`src/rtl/cmd_sequencer_pkg.sv`:
```
// Shared definitions for the command sequencer:
// opcodes, command field positions and FSM state encodings.
package cmd_sequencer_pkg;

  localparam int CMD_W  = 80;
  localparam int OPC_HI = 79;
  localparam int OPC_LO = 72;
  localparam int PIN_HI = 67;
  localparam int PIN_LO = 64;
  localparam int T_HI   = 63;
  localparam int T_LO   = 32;
  localparam int A_HI   = 31;
  localparam int A_LO   = 16;
  localparam int B_HI   = 15;
  localparam int B_LO   = 0;

  localparam logic [7:0] OP_NOP     = 8'h00;
  localparam logic [7:0] OP_SET_OUT = 8'h01;
  localparam logic [7:0] OP_SET_IN  = 8'h02;
  localparam logic [7:0] OP_SAMPLE  = 8'h03;

  typedef enum logic [2:0] {
    S_IDLE   = 3'd0,
    S_FETCH  = 3'd1,
    S_LOAD   = 3'd2,
    S_WAIT   = 3'd3,
    S_EXEC   = 3'd4,
    S_SAMPLE = 3'd5
  } state_e;

  typedef struct packed {
    logic [7:0]  opcode;
    logic [3:0]  pin;
    logic [31:0] start;
    logic [15:0] a;
    logic [15:0] b;
  } cmd_t;

  // Build a command word in the FIFO layout; bits [71:68] stay zero.
  function automatic logic [CMD_W-1:0] cmd_pack(
    input logic [7:0]  op,
    input logic [3:0]  pin,
    input logic [31:0] start,
    input logic [15:0] a,
    input logic [15:0] b
  );
    logic [CMD_W-1:0] w;
    w = '0;
    w[OPC_HI:OPC_LO] = op;
    w[PIN_HI:PIN_LO] = pin;
    w[T_HI:T_LO]     = start;
    w[A_HI:A_LO]     = a;
    w[B_HI:B_LO]     = b;
    return w;
  endfunction

endpackage

```
`src/rtl/sample_timer.sv`:
```
// Sample count / period timer: loaded with count A and period B,
// emits a tick every B+1 enabled cycles (first one immediately), done on the last.
module sample_timer (
  input  logic        clk,
  input  logic        rst,
  input  logic        load_i,
  input  logic        en_i,
  input  logic [15:0] count_i,
  input  logic [15:0] period_i,
  output logic        tick_o,
  output logic        done_o
);

  logic [15:0] rem_q;
  logic [15:0] per_q;
  logic [15:0] b_q;

  assign tick_o = en_i && (rem_q != '0) && (per_q == '0);
  assign done_o = tick_o && (rem_q == 16'd1);

  // Remaining-sample and inter-sample countdown registers.
  always_ff @(posedge clk) begin
    if (rst) begin
      rem_q <= '0;
      per_q <= '0;
      b_q   <= '0;
    end else if (load_i) begin
      rem_q <= count_i;
      per_q <= '0;
      b_q   <= period_i;
    end else if (tick_o) begin
      rem_q <= rem_q - 16'd1;
      per_q <= b_q;
    end else if (en_i && per_q != '0) begin
      per_q <= per_q - 16'd1;
    end
  end

endmodule

```
`src/rtl/cmd_sequencer.sv`:
```
// Timed pin command sequencer: pops 80-bit commands, waits for their
// start time, then drives pins or streams pin samples into a FIFO.
module cmd_sequencer
  import cmd_sequencer_pkg::*;
(
  input  logic              clk,
  input  logic              rst,
  input  logic [CMD_W-1:0]  cmd_fifo_data_out,
  output logic              cmd_fifo_rd_en,
  input  logic              cmd_fifo_empty,
  output logic [15:0]       sample_fifo_data_in,
  output logic              sample_fifo_wr_en,
  input  logic              sample_fifo_full,
  input  logic [31:0]       global_clock,
  input  logic [15:0]       pin_in,
  output logic [15:0]       pin_out,
  output logic [15:0]       pin_oe,
  output logic              busy,
  output logic              err_bad_opcode,
  output logic              err_sample_overflow
);

  state_e      state_q;
  cmd_t        cmd_q;
  logic        rd_q;
  logic        wr_q;
  logic [15:0] data_q;
  logic [15:0] pin_out_q;
  logic [15:0] pin_oe_q;
  logic        err_op_q;
  logic        err_ov_q;
  logic [10:0] idx_q;
  logic        tick;
  logic        done;
  logic        unused_rsvd;

  assign unused_rsvd = ^cmd_fifo_data_out[71:68];

  sample_timer u_timer (
    .clk      (clk),
    .rst      (rst),
    .load_i   (state_q == S_EXEC && cmd_q.opcode == OP_SAMPLE),
    .en_i     (state_q == S_SAMPLE),
    .count_i  (cmd_q.a),
    .period_i (cmd_q.b),
    .tick_o   (tick),
    .done_o   (done)
  );

  assign cmd_fifo_rd_en      = rd_q & ~rst;
  assign sample_fifo_wr_en   = wr_q & ~rst;
  assign sample_fifo_data_in = data_q;
  assign pin_out             = pin_out_q;
  assign pin_oe              = pin_oe_q;
  assign busy                = (state_q != S_IDLE);
  assign err_bad_opcode      = err_op_q;
  assign err_sample_overflow = err_ov_q;

  // Command FSM with registered strobes, pin state and sticky flags.
  always_ff @(posedge clk) begin
    if (rst) begin
      state_q   <= S_IDLE;
      cmd_q     <= '0;
      rd_q      <= 1'b0;
      wr_q      <= 1'b0;
      data_q    <= '0;
      pin_out_q <= '0;
      pin_oe_q  <= '0;
      err_op_q  <= 1'b0;
      err_ov_q  <= 1'b0;
      idx_q     <= '0;
    end else begin
      rd_q <= 1'b0;
      wr_q <= 1'b0;
      unique case (state_q)
        S_IDLE: begin
          if (!cmd_fifo_empty) begin
            state_q <= S_FETCH;
            rd_q    <= 1'b1;
          end
        end
        S_FETCH: state_q <= S_LOAD;
        S_LOAD: begin
          cmd_q.opcode <= cmd_fifo_data_out[OPC_HI:OPC_LO];
          cmd_q.pin    <= cmd_fifo_data_out[PIN_HI:PIN_LO];
          cmd_q.start  <= cmd_fifo_data_out[T_HI:T_LO];
          cmd_q.a      <= cmd_fifo_data_out[A_HI:A_LO];
          cmd_q.b      <= cmd_fifo_data_out[B_HI:B_LO];
          state_q      <= S_WAIT;
        end
        S_WAIT: begin
          if (global_clock >= cmd_q.start) state_q <= S_EXEC;
        end
        S_EXEC: begin
          state_q <= S_IDLE;
          idx_q   <= '0;
          case (cmd_q.opcode)
            OP_NOP: ;
            OP_SET_OUT: begin
              pin_out_q[cmd_q.pin] <= cmd_q.a[0];
              pin_oe_q[cmd_q.pin]  <= 1'b1;
            end
            OP_SET_IN: pin_oe_q[cmd_q.pin] <= 1'b0;
            OP_SAMPLE: begin
              if (cmd_q.a != '0) state_q <= S_SAMPLE;
            end
            default: err_op_q <= 1'b1;
          endcase
        end
        S_SAMPLE: begin
          if (tick) begin
            if (sample_fifo_full) begin
              err_ov_q <= 1'b1;
            end else begin
              wr_q   <= 1'b1;
              data_q <= {pin_in[cmd_q.pin], idx_q, cmd_q.pin};
            end
            idx_q <= idx_q + 11'd1;
            if (done) state_q <= S_IDLE;
          end
        end
        default: state_q <= S_IDLE;
      endcase
    end
  end

endmodule
```
`config.mk`:
```
export PLATFORM = sky130hd
export DESIGN_NAME = cmd_sequencer
export DESIGN_NICKNAME = d
export VERILOG_FILES = /design/src/rtl/cmd_sequencer_pkg.sv /design/src/rtl/sample_timer.sv /design/src/rtl/cmd_sequencer.sv
export SDC_FILE = /design/constraint.sdc
export NUM_CORES = 1
export LEC_CHECK = 0
export CAP_MARGIN = 20
export CORE_MARGIN = 2
export CORE_UTILIZATION = 56
export CTS_BUF_LIST = sky130_fd_sc_hd__clkbuf_16
export DETAILED_ROUTE_END_ITERATION = 8
export DONT_BUFFER_PORTS = 1
export PLACE_DENSITY = 0.81
export SLEW_MARGIN = 25
export SYNTH_ARGS = -nofsm -noshare
export SYNTH_HDL_FRONTEND = slang
export SYNTH_SLANG_ARGS = --single-unit
```
`constraint.sdc`:
```
create_clock -name clk -period 3 [get_ports clk]
set_clock_uncertainty 0.2 [all_clocks]
set_input_delay 0.45 -clock clk [delete_from_list [all_inputs] [get_ports clk]]
set_output_delay 0.45 -clock clk [all_outputs]
set_load 0.005 [all_outputs]
```
==> impl_metrics.tcl <==
set metrics [dict create \
    multi_input_area_um2 4630 \
    syn_inst 1102 \
    numCtsBuffers 17 \
    drv_slew 0 \
    peakVddDrop_mv 0.388 \
    grt_pass1_wl_um 40800 \
    layout_commonest_cell "nand2_1" \
    synthFlopType "dfxtp_1" \
    syn_to_final_growth_pct 19.3 \
    detail-route-antenna-nets 0 \
    maxCapViolCount 0 \
    tightest_slew_ps 925 \
    synth_seq_cells 190 \
    timing.fmax_mhz 356 \
    fin_tns_setup_ps 0 \
    reg2reg_to "u_timer.per_q[4]" \
    cts_tree "done" \
    htreeDepth 4 \
    cp-start-kind "register" \
    rows 46 \
    grt_pass1_vias 8377 \
    regArea_um2 3800 \
    r2r_start "u_timer.rem_q[1]" \
    cts-root-buf "clkbuf_16" \
    hpwl_um 15400 \
    first_pass_iters 6 \
    drtIter0Drc 692 \
    die_x_um 130 \
    finalNetCount 1330 \
    avgSynthCellArea_um2 8.10 \
    drive_gt1_share_pct 7.67 \
    crit_fanout 10 \
    ys_types 71 \
    hold_viol 0 \
    cellPowerDensity_nw_per_um2 530 \
    stdcell_area_um2 10700 \
    period_share_pct 93.5 \
    instances_no_fill 1390 \
    clk_path_buf_depth 2 \
    wl_per_cell_um 18.6 \
    via_per_inst 6.13 \
    overflow 0 \
    synth_area_um2 8930 \
    ios 185 \
    die_y_um 130 \
    critPathCaptureType "register" \
    setup_violations 0 \
    r2r_cells 8 \
    clk_latency_ps 430 \
    synth_nets 1270 \
    n_fill_cell 1152 \
    grt_max_degree 129 \
    rrSetupSlack_ps 190 \
    io_buffers 0 \
    maxSlewHeadroom_pct 38.1 \
    postPlaceCellArea_um2 9090 \
    dp.cells 1269 \
    synth_edf_count 0 \
    clk_pin_slew_ps 70 \
    initial_core_util_pct 56.8 \
    vias 8517 \
    clock_sinks 190 \
    antenna_found_initial 0 \
    core-area_um2 15700 \
    route.detailed.drc 0 \
    wirelength_um 25900 \
    globalplace.congestion 0.884 \
    diodes 0 \
    ys_seq_area_share_pct 42.6 \
    arrival_ps 2910 \
    track_usage_pct 30.4 \
    cp-startpoint "u_timer.rem_q[1]" \
    power_leakage_nw 3.78 \
    die_area_um2 17000 \
    period_needed_ps 2810 \
    endpoint "u_timer.per_q[4]" \
    status "complete, no violations" \
    hold_class "in2reg" \
    crit_type "reg2reg" \
    critPathRequiredTime_ps 3100 \
    synthArstFlopShare_pct 0 \
    layout_common_cells "244 x nand2_1, 190 x dfxtp_1, 168 x a21oi_1" \
    ys_warn_count 0 \
    rsz0062_at_grt "no" \
]
==> cell type report <==
class | instances | area share [%]
clock inverters | 14 | 2.03
repair buffers | 117 | 10.7
flip-flops and latches | 190 | 35.7
inverters | 43 | 1.52
multi-input cells | 793 | 43.5
well taps | 216 | 2.54
clock buffers | 17 | 3.99
==> registers in the layout, indices dropped and copies added, names as in the netlist, named ones only <==
name / flops
u_timer.per_q: 16
idx_q: 11
cmd_q: 76
sample_fifo_data_in: 16
rd_q: 1
u_timer.rem_q: 16
state_q: 3
wr_q: 1
pin_out: 16
u_timer.b_q: 16
err_bad_opcode: 1
err_sample_overflow: 1
==> cells by family (layout without fill, tap and decap cells) <==
family,count (synthesis),after routing,synth area share [%]
compound gates,304,304,20.3
xor+xnor,5,5,0.491
fa+ha+maj,36,36,5.05
buf+inv,119,191,5.59
flops,190,190,42.6
mux,20,20,2.96
simple gates,428,428,23.0
==> worst min path at each step <==
stage | from | end | depth (start not counted)
after floorplan | cmd_q[0] | u_timer.b_q[0] | 2
after global placement | cmd_q[12] | u_timer.b_q[12] | 2
after detailed placement | cmd_q[12] | u_timer.b_q[12] | 2
after CTS | rst | u_timer.rem_q[10] | 2
after global routing | rst | u_timer.rem_q[10] | 2
final | rst | u_timer.rem_q[10] | 2
==> worst max-delay path, cell delays in order, from the launching register on <==
cell and delay, ps:
dfxtp_1 330, inv_1 100, ha_1 210, or3b_2 490, or4_4 610, nand3_4 190
buf_4 210, mux2i_1 240, o21ai_1 90
==> synth_stat cells (3+ instances only) <==
library cell	instances	area share [%]
a211oi_1	4	0.34
a21oi_1	168	9.4
a22oi_1	6	0.50
a31oi_1	10	0.70
and2_1	4	0.28
and4_1	5	0.49
buf_1	8	0.34
buf_2	3	0.17
buf_4	6	0.50
clkbuf_1	56	2.4
dfxtp_1	190	43
ha_1	36	5.0
inv_1	43	1.8
mux2i_1	14	1.6
mux4_2	5	1.3
nand2_1	245	10
nand2b_1	10	0.70
nand3_1	22	1.2
nand3b_1	5	0.42
nand4_1	11	0.77
nor2_1	42	1.8
nor2b_1	5	0.35
nor3_1	18	1.0
nor4_1	16	1.1
nor4_4	3	0.71
o211ai_1	9	0.76
o21a_1	6	0.50
o21ai_0	25	1.4
o21ai_1	24	1.3
o221a_1	3	0.38
o22ai_1	5	0.35
o311ai_1	4	0.39
o31ai_1	18	1.5
or2_2	3	0.21
or3_1	7	0.49
or4_1	18	1.5
xnor2_1	4	0.39
==> through the flow <==
| step | hold WS (ps) | utilization (%) | worst slack [ps] | total power (W) |
|---|---|---|---|---|
| global placement | 232 | 57.9 | 184 | 0.00305 |
| floorplan | 232 | - | 213 | 0.00301 |
| detailed placement | 238 | 57.9 | 102 | 0.00307 |
| CTS | 9.70 | 67.7 | 40.0 | 0.00561 |
| global route | 6.54 | 67.8 | 74.0 | 0.00580 |
| finish | 20.9 | 67.8 | 194 | 0.00565 |
==> timing repair <==
| action | CTS | global route |
|---|---|---|
| hold endpoints to repair | 159 | 0 |
| endpoints found under the setup margin | 0 | 22 |
| hold buffers | 88 | 0 |
| buffers inserted | 0 | 2 |
| gates resized for setup | 0 | 1 |
==> layer usage <==
layer / wire length, µm / up-vias / GRT usage (%)
met5: 0 / - / 0
met4: 1190 / 0 / 16.7
met3: 1990 / 119 / 7.26
met2: 12600 / 430 / 50.8
met1: 10100 / 3960 / 36.0
li1: - / 4008 / -
==> where the power goes <==
| part | switching (W) | internal [W] | leakage [nW] |
|---|---|---|---|
| clock network | 0.00101 | 0.00148 | 0.307 |
| registers | 0.0000683 | 0.00259 | 1.53 |
| logic | 0.000292 | 0.000217 | 1.94 |
Power figures use the tool's default switching activity.
